$ cat src/rtl/ysyx_23060171_pcu.sv
// ============================================================================
// ysyx_23060171_pcu : program-counter unit, owns the PC and issues one fetch per
// retired instruction to the IFU; counts retired instructions.  Rev 1.0
// ============================================================================
`default_nettype none

module ysyx_23060171_pcu #(
    parameter int               XLEN     = 32,
    parameter logic [XLEN-1:0]  RESET_PC = 32'h8000_0000
) (
    input  logic            clk,
    input  logic            rst_n,
    input  logic            in_valid,
    output logic            in_ready,
    input  logic [2:0]      pc_src,
    input  logic [XLEN-1:0] imm,
    input  logic [XLEN-1:0] rs1,
    input  logic [XLEN-1:0] mtvec,
    input  logic [XLEN-1:0] mepc,
    output logic            out_valid,
    input  logic            out_ready,
    output logic [XLEN-1:0] out_pc,
    output logic            out_misalign,
    output logic [31:0]     inst_cnt
);

    localparam logic [0:0] S_REQ  = 1'b0;
    localparam logic [0:0] S_WAIT = 1'b1;

    localparam logic [2:0] c_SRC_SNPC   = 3'b000;
    localparam logic [2:0] c_SRC_DNPC   = 3'b001;
    localparam logic [2:0] c_SRC_DNPC_R = 3'b010;
    localparam logic [2:0] c_SRC_MTVEC  = 3'b011;
    localparam logic [2:0] c_SRC_MEPC   = 3'b100;

    localparam logic [XLEN-1:0] c_JALR_MASK = {{(XLEN-1){1'b1}}, 1'b0};

    logic [0:0]      state_q, state_d;
    logic [XLEN-1:0] pc_q, pc_d;
    logic [31:0]     cnt_q, cnt_d;
    logic [XLEN-1:0] w_next_pc;

    // All outputs decode from registered state only.
    assign out_valid    = (state_q == S_REQ);
    assign in_ready     = (state_q == S_WAIT);
    assign out_pc       = pc_q;
    assign out_misalign = |pc_q[1:0];
    assign inst_cnt     = cnt_q;

    always_comb begin
        w_next_pc = pc_q + XLEN'(4);
        case (pc_src)
            c_SRC_SNPC:   w_next_pc = pc_q + XLEN'(4);
            c_SRC_DNPC:   w_next_pc = pc_q + imm;
            c_SRC_DNPC_R: w_next_pc = (rs1 + imm) & c_JALR_MASK;
            c_SRC_MTVEC:  w_next_pc = mtvec;
            c_SRC_MEPC:   w_next_pc = mepc;
            default:      w_next_pc = pc_q + XLEN'(4);
        endcase
    end

    always_comb begin
        state_d = state_q;
        pc_d    = pc_q;
        cnt_d   = cnt_q;
        case (state_q)
            S_REQ: begin
                if (out_ready) begin
                    state_d = S_WAIT;
                end
            end
            S_WAIT: begin
                if (in_valid) begin
                    pc_d    = w_next_pc;
                    cnt_d   = cnt_q + 32'd1;
                    state_d = S_REQ;
                end
            end
            default: state_d = S_REQ;
        endcase
    end

    always_ff @(posedge clk or negedge rst_n) begin
        if (!rst_n) begin
            state_q <= S_REQ;
            pc_q    <= RESET_PC;
            cnt_q   <= 32'd0;
        end else begin
            state_q <= state_d;
            pc_q    <= pc_d;
            cnt_q   <= cnt_d;
        end
    end

endmodule

`default_nettype wire

$ cat config.mk
export PLATFORM = sky130hd
export DESIGN_NAME = ysyx_23060171_pcu
export DESIGN_NICKNAME = d
export VERILOG_FILES = /design/src/rtl/ysyx_23060171_pcu.sv
export SDC_FILE = /design/constraint.sdc
export NUM_CORES = 1
export LEC_CHECK = 0
export CAP_MARGIN = 20
export CORE_UTILIZATION = 49
export CTS_CLUSTER_DIAMETER = 30
export DETAILED_ROUTE_END_ITERATION = 7
export PLACE_DENSITY = 0.92
export SLEW_MARGIN = 15
export SYNTH_ARGS = -nofsm -noshare
export SYNTH_HDL_FRONTEND = slang
export SYNTH_SLANG_ARGS = --single-unit
$ cat constraint.sdc
create_clock -name clk -period 3.9 [get_ports clk]
set_input_delay 0.78 -clock clk [delete_from_list [all_inputs] [get_ports clk]]
set_output_delay 0.78 -clock clk [all_outputs]
set_load 0.1 [all_outputs]
# After elaboration in Yosys (flattened, before gate mapping)
# Index checks and enable logic that the tools add are counted.
dict set report word_totals {
  ff_bits 65
  out_inout_bits 67
  inputBits 135
}
dict set report op_classes {
  n_eq_ne 4
  n_mux 4
  n_reduce_logical 2
  n_addsub 4
  bitwise_logic 1
}
# operator n
set op_table {}
lappend op_table {{32-bit one-hot mux with 4 select lines} 1}
lappend op_table {{32-bit adder} 2}
lappend op_table {{32-bit by 1-bit adder with 32-bit output (second input constant)} 1}
lappend op_table {{32-bit by 3-bit adder with 32-bit output (second input constant)} 1}
lappend op_table {{3-bit by 2-bit equality test with 1-bit output (second input constant)} 2}
lappend op_table {{3-bit by 1-bit equality test with 1-bit output (second input constant)} 1}
lappend op_table {{3-bit equality test (second input constant)} 1}
lappend op_table {{1-bit two-way mux} 2}
lappend op_table {{1-bit one-hot mux with 2 select lines} 1}
lappend op_table {{2-bit AND reduction} 1}
lappend op_table {{2-bit OR reduction} 1}
lappend op_table {{1-bit inverter} 1}

# Depth between registers and ports, before layout
# Gate-level depths: netlist of the first run.
dict set report depth {
  word_depth 2
  ltp_mapped 13
}

# Worst setup path after synthesis of the first run
# No wires, ideal clock.
dict set report synth_timing {
  kind {reg-to-reg}
  startpoint {reg pc_q[0] (netlist: out_pc[0])}
  endpoint {reg pc_q[30] (netlist: out_pc[30])}
  setup_time_ns 0.125
  t_required_ns 3.775
  period_less_slack_ns 3.806
  arrival_ns 3.681
  path_slack_ns 0.094
  stages_incl_launch_ff 14
  path_cell_list {dfrtp_1 ha_1 inv_1 fa_1 nor2b_1 o21a_1 o211ai_1 a211oi_1 o22ai_2 o31a_2 o41ai_2 mux2_1 a211oi_1 o2bb2ai_1}
}
dict set report synth_between {
  elab_chain_cells 2
}
# element line_no
set synth_rtl {}
lappend synth_rtl {{from (decl)} 39} ;# logic [XLEN-1:0] pc_q, pc_d;
lappend synth_rtl {{from (signal assigned)} 90} ;# pc_q <= pc_d;
lappend synth_rtl {{32-bit by 3-bit adder with 32-bit output or 32-bit adder (tied branches)} {53, 58, 54}}
lappend synth_rtl {{32-bit one-hot mux with 4 select lines (*)} 52} ;# case (pc_src)
# Mark *: on every way between the ends. The rest lies on a longest branch, timed or not.
# A chain may end at the register's enable or synchronous reset.

# Worst setup path in the final report of the first run
dict set report layout_timing {
  startpoint {in imm[15]}
  endpoint {reg pc_q[31] (netlist: out_pc[31])}
}
dict set report layout_between {
  elab_chain_cells 2
}
# element line_no
set layout_rtl {}
lappend layout_rtl {{from (decl)} 16} ;# input logic [XLEN-1:0] imm,
lappend layout_rtl {{32-bit adder, on equally long branches} {55, 54}}
lappend layout_rtl {{32-bit one-hot mux with 4 select lines (*)} 52}
# Marks and branches as above.

==> metrics.csv, run 1 <==
metric,value,unit
swShare,54.0,%
final_cell_mix,"198 x clkdlybuf4s50_1, 100 x nor2_1, 87 x nand2_1, 86 x a21oi_1, 65 x buf_4",
cts_tree,yes,
cp-startpoint,imm[15],
ys_warn_count,0,
crit_end,out_pc[31],
reg2reg_slack,600,ps
dp.cells,1313,
drive_above_1_share,10.1,%
antenna_found_initial,0,
grt_max_degree,42,
startpoint_type,primary input,
drc_errors,12,
synth_cell_types,73,
p_leak,4.22,nW
synth_edf_count,0,
clkTransAtPathRegs,70,ps
worstPathRequired,4170,ps
cp_top_family,compound AO/OA/AOI/OAI gates,
worst-path-stages,12,
synth_nets,1096,
synth_cells,896,
clkSinkCount,65,
reg2reg_from,out_pc[0],
switchingPower,0.00311,W
internal-power,0.00265,W
vias,8329,
dieArea,0.0148,mm2
max_freq,0.273,GHz
async_flop_share,100,%
status,"finished, violations left",
root_buffer,clkbuf_16,
r2r-end,out_pc[30],
cts_max_level,3,
relSlewSlack,32.6,%
power_density,577,mW/mm2
grt_pass1_wl,39.7,mm
syn_area,0.00702,mm2
grt_usage,34.1,%
grt_pass1_vias,8158,
violations,DRC,
avgViaCountPerCell,6.27,
critPathSlowestCell,a221oi_1,
netlist.area_leader.share,22.8,%
routedWlPerCell,18.9,um
yosysTopAreaCell,dfrtp_1,
n_antenna_cell,0,
vdd_drop_max,354,uV
worstSetupPathType,in2reg,
clockPowerShare,14.8,%
rows,43,
nets,1344,
finalSetupTns,0,ps
slowest_delay,500,ps
ys_ff_latch,65,
drt-pass1-iter-count,8,
fin_skew,7.75,ps
arrival,3930,ps
timing.final.crit_period,3660,ps
reg2regPathDepth,14,
finalCritPeriodShare,93.8,%
drv_cap,0,
power_frac_seq,19.6,%
ant_nets,0,
path_buf_inv,1,
cp_max_fo,6,
start_util,50.4,%
num_io_pins,202,
slew_violations,0,
synthFlopType,dfrtp_1,
synthTopCellsByArea,"dfrtp_1 23%, ha_1 11%, xnor2_1 7.5%",
tightest_slew,1010,ps
pwr-share-comb,65.6,%
final_common_cell,clkdlybuf4s50_1,
dp_hpwl,19.4,mm
post_cts_buffers,0,
rsz0062_at_grt,false,
drt_iter0_markers,934,
hold_viol,0,
numCtsBuffers,9,
final_cells,1329,
endpoint_kind,flop,
synth_seq_area_share,23.2,%
worstPathCellList,clkdlybuf4s50_1 -> ha_1 -> a21o_1 -> a221oi_1 -> nor2_1 -> nor3_1 -> o21a_1 -> o221ai_1 -> o41ai_2 -> xnor2_1 -> a221oi_1 -> nor2_1,
area_growth,42.4,%
fp.dieW,122,um
avgSynthCellArea,7.83,um2
finalSetupViolCount,0,
clock_path_buffers,2,
hold_path.class,reg2reg,
grt-ovfl-total,0,
clkLatencyLatePin,340,ps
io_buffer_count,201,
die_h,122,um
detail_route.wirelength,25.1,mm
place.gp.congestion,0.957,
core,0.0139,mm2
[flip-flops by register name (all words and copies together), names as in the netlist]
register and cells:
out_pc 32, inst_cnt 32, in_ready 1
[metal layers]
metal  wire length (um)  GRT usage (%)  vias up  share of wire (%)
li1                   -              -     3831                  -
met1              10000           43.7     3861                 40
met2              11400           55.1      534                 45
met3               2540           5.43      103                 10
met4               1130           18.1        0                4.5
met5                  0              0        -                  0
[stage by stage]
| step | util [%] | instance area, um2 | hold slack (ps) | worst slack, ps | power (W) |
|---|---|---|---|---|---|
| 5_1_grt | 71.7 | 9990 | 483 | 0.963 | 0.00604 |
| 2_1_floorplan | - | 7020 | 484 | 94.0 | 0.00373 |
| 3_5_place_dp | 69.2 | 9640 | 467 | -211 | 0.00479 |
| 6_report | 71.7 | 9990 | 470 | 243 | 0.00577 |
| 4_1_cts | 71.4 | 9940 | 475 | 123 | 0.00567 |
| 3_3_place_gp | 69.2 | 9640 | 461 | -197 | 0.00472 |
[cells by family (layout without fill, tap and decap cells)]
| logic type | after synthesis | after routing | synth area share [%] |
|---|---|---|---|
| simple gates | 312 | 312 | 20.6 |
| compound gates | 294 | 294 | 28.2 |
| xor+xnor | 101 | 101 | 12.6 |
| fa+ha+maj | 65 | 65 | 11.8 |
| flops | 65 | 65 | 23.2 |
| buf+inv | 55 | 308 | 2.94 |
| mux | 4 | 4 | 0.606 |
[synthesized netlist by cell type, types with 5 or more instances]
cell	n
nand4_1	16
o211ai_1	11
a21o_1	19
and2_1	6
nor2b_1	5
inv_1	26
o21ai_0	41
o21ai_1	7
o22ai_1	15
a221oi_1	23
a31oi_1	9
ha_1	63
o21a_1	12
o221ai_1	5
a211oi_1	10
and3_1	21
buf_1	5
nand2_1	87
nor3_1	12
o21bai_1	5
clkbuf_1	24
nand3_1	41
nand2b_1	5
nor2_1	100
a21oi_1	86
and4_1	5
dfrtp_1	64
xnor2_1	60
xor2_1	41
[layout make-up]
| class | count | area, um2 |
|---|---|---|
| clock buffers | 9 | 225 |
| clock inverters | 7 | 77.6 |
| fillers | 1024 | 3940 |
| inverters | 26 | 97.6 |
| multi-input cells | 776 | 5240 |
| flip-flops and latches | 65 | 1630 |
| well taps | 180 | 225 |
| repair buffers | 266 | 2500 |
[worst min path at each step]
stage,startpoint,end,slack (ps),cells after the start
6_report,inst_cnt[31],inst_cnt[31],470,1
4_1_cts,inst_cnt[31],inst_cnt[31],480,1
5_1_grt,inst_cnt[31],inst_cnt[31],480,1
2_1_floorplan,rst_n,in_ready,480,0
3_5_place_dp,inst_cnt[31],inst_cnt[31],470,1
3_3_place_gp,inst_cnt[31],inst_cnt[31],460,1
[what timing repair did]
item | 4_1_cts | 5_1_grt
setup endpoints to repair | 0 | 4
gates resized for setup | 0 | 13
hold buffers | 0 | 0
[worst reg2reg max path: stages (launching register included)]
cell	delay, ps
dfrtp_1	390
ha_2	190
inv_1	50
fa_2	350
nor2b_1	120
o21a_1	170
o211ai_1	150
a211oi_2	240
buf_4	150
o22ai_2	60
o31a_2	330
o41ai_4	370
mux2_4	330
a211oi_2	210
o2bb2ai_1	80
[power groups by stage]
stage	Combinational, W	Sequential (W)	Clock, W
6_report	0.00378	0.00113	0.000854
5_1_grt	0.00401	0.00115	0.000878
4_1_cts	0.00370	0.00112	0.000852
3_5_place_dp	0.00366	0.00113	0
3_3_place_gp	0.00360	0.00112	0
2_1_floorplan	0.00156	0.00216	0
Note: power is estimated with default switching activity, not from simulation.
==> run 2: changes to the inputs <==
Settings changed: SKIP_LAST_GASP from default to 1.
==> run 2 against run 1 <==
- the run now ends clean
- first-iteration DRC count decreased by 3.6%
- utilization about the same
- clock skew increased by 0.79 ps
- global-route usage unchanged
- flip-flop and latch count unchanged
- largest cell class unchanged
- clock power about the same
- sequential power about the same
- maximum frequency decreased by 4.0%
- non-clock buffer count unchanged
- sequential share of layout area about the same
- largest power group unchanged
- combinational power about the same
==> metrics.csv, run 2 (same netlist as run 1, synthesis figures left out) <==
metric,value,unit,change
antenna_found_initial,0,,unchanged
power,0.00577,W,about the same
slew_violations,0,,unchanged
power_density,577,mW/mm2,about the same
p_leak,4.22,nW,about the same
dp_hpwl,19.4,mm,unchanged
nets,1344,,unchanged
vdd_drop_max,356,uV,was 354 uV
relSlewSlack,32.6,%,about the same
multi_input_area,0.00523,mm2,was 0.00524 mm2
seq_area,0.00163,mm2,unchanged
status,completed,,"was finished, violations left"
avgViaCountPerCell,6.31,,was 6.27
fp.dieW,122,um,unchanged
dieArea,0.0148,mm2,unchanged
n_antenna_cell,0,,unchanged
core,0.0139,mm2,unchanged
drt_iter0_markers,900,,was 934
dpl_cell_area,0.00964,mm2,unchanged
grt_usage,34.1,%,unchanged
setup_slack,90.3,ps,was 243 ps
design_area,0.00999,mm2,about the same
finalSetupTns,0,ps,unchanged
die_h,122,um,unchanged
cts_max_level,3,,unchanged
place.gp.congestion,0.957,,unchanged
final_cell_mix,"198 x clkdlybuf4s50_1, 100 x nor2_1, 87 x nand2_1, 86 x a21oi_1, 65 x buf_4",,unchanged
worstPathRequired,4120,ps,was 4170 ps
clock_path_buffers,2,,unchanged
reg2regPathDepth,13,,was 14
endpoint_kind,flop,,unchanged
cts_resized,0,,unchanged
clkTransAtPathRegs,60,ps,was 70 ps
finalCritPeriodShare,97.7,%,was 93.8%
root_buffer,clkbuf_16,,unchanged
drc_errors,0,,was 12
worstSetupPathType,in2reg,,unchanged
timing.final.crit_period,3810,ps,was 3660 ps
grt_max_degree,42,,unchanged
numCtsBuffers,9,,unchanged
vias,8386,,was 8329
io_buffer_count,201,,unchanged
detail_route.wirelength,25.2,mm,was 25.1 mm
dp.cells,1313,,unchanged
hold_path.class,reg2reg,,unchanged
place_ws,-211,ps,unchanged
cp_max_fo,3,,was 6
max_freq,0.262,GHz,was 0.273 GHz
startpoint_type,primary input,,unchanged
final_cells,1329,,unchanged
hold_buffers,0,,unchanged
finalSetupViolCount,0,,unchanged
start_util,50.4,%,unchanged
grt_pass1_wl,39.7,mm,unchanged
final_common_cell,clkdlybuf4s50_1,,unchanged
arrival,4030,ps,was 3930 ps
routedWlPerCell,18.9,um,about the same
ant_nets,0,,unchanged
whs_path_depth,1,,unchanged
post_cts_buffers,0,,unchanged
num_io_pins,202,,unchanged
drt-pass1-iter-count,8,,unchanged
tightest_slew,1010,ps,about the same
rows,43,,unchanged
area_growth,42.3,%,was 42.4%
grt-ovfl-total,0,,unchanged
cts_tree,yes,,unchanged
hold_viol,0,,unchanged
grt_pass1_vias,8158,,unchanged
clkSinkCount,65,,unchanged
n_fill_cell,1027,,was 1024
drv_cap,0,,unchanged
clkLatencyLatePin,340,ps,about the same
fin_skew,8.54,ps,was 7.75 ps
rsz0062_at_grt,true,,was false
drive_above_1_share,10.0,%,was 10.1%
-- run 2: worst paths after layout --
kind / end / startpoint / slack [ps]
worst max-delay path: out_pc[28] / imm[11] / 90
worst min-delay path: inst_cnt[31] / inst_cnt[31] / 470
worst max register to register: out_pc[28] / out_pc[11] / 510
worst min register to register: inst_cnt[31] / inst_cnt[31] / 470
max in group asynchronous: out_pc[10] / rst_n / 2500
min in group asynchronous: out_pc[30] / rst_n / 590
-- run 2: metal layers --
metal	GRT usage, %	vias up	routed length (um)
li1	-	3837	-
met1	43.7	3889	10200
met2	55.1	546	11400
met3	5.43	114	2400
met4	18.1	0	1210
met5	0	-	0
-- run 2: worst max-delay path: stages --
cell             delay [ps]
clkdlybuf4s50_1         450
ha_1                    320
a21o_1                  170
a21o_1                  210
a2111oi_1               660
buf_4                   220
nand3b_1                 80
o22ai_2                 150
buf_4                   150
o21ai_1                 110
a311oi_2                270
xnor2_1                 100
a221oi_1                280
nor2_1                   70
-- run 2: final cells by class --
type | instances | share of cell area [%]
multi-input cells | 776 | 52.4
repair buffers | 266 | 25.0
flip-flops and latches | 65 | 16.3
clock buffers | 9 | 2.26
well taps | 180 | 2.26
inverters | 26 | 0.977
clock inverters | 7 | 0.777
-- run 2: power breakdown --
group	internal, W	leakage (nW)	switching [W]
Sequential	0.000830	0.811	0.000301
Clock	0.000502	0.147	0.000351
Combinational	0.00132	3.26	0.00246
-- run 2: through the flow --
| step | util, % | hold slack (ps) |
|---|---|---|
| 2_1_floorplan | - | 484 |
| 5_1_grt | 71.7 | 483 |
| 3_5_place_dp | 69.2 | 467 |
| 4_1_cts | 71.4 | 475 |
| 3_3_place_gp | 69.2 | 461 |
| 6_report | 71.7 | 470 |
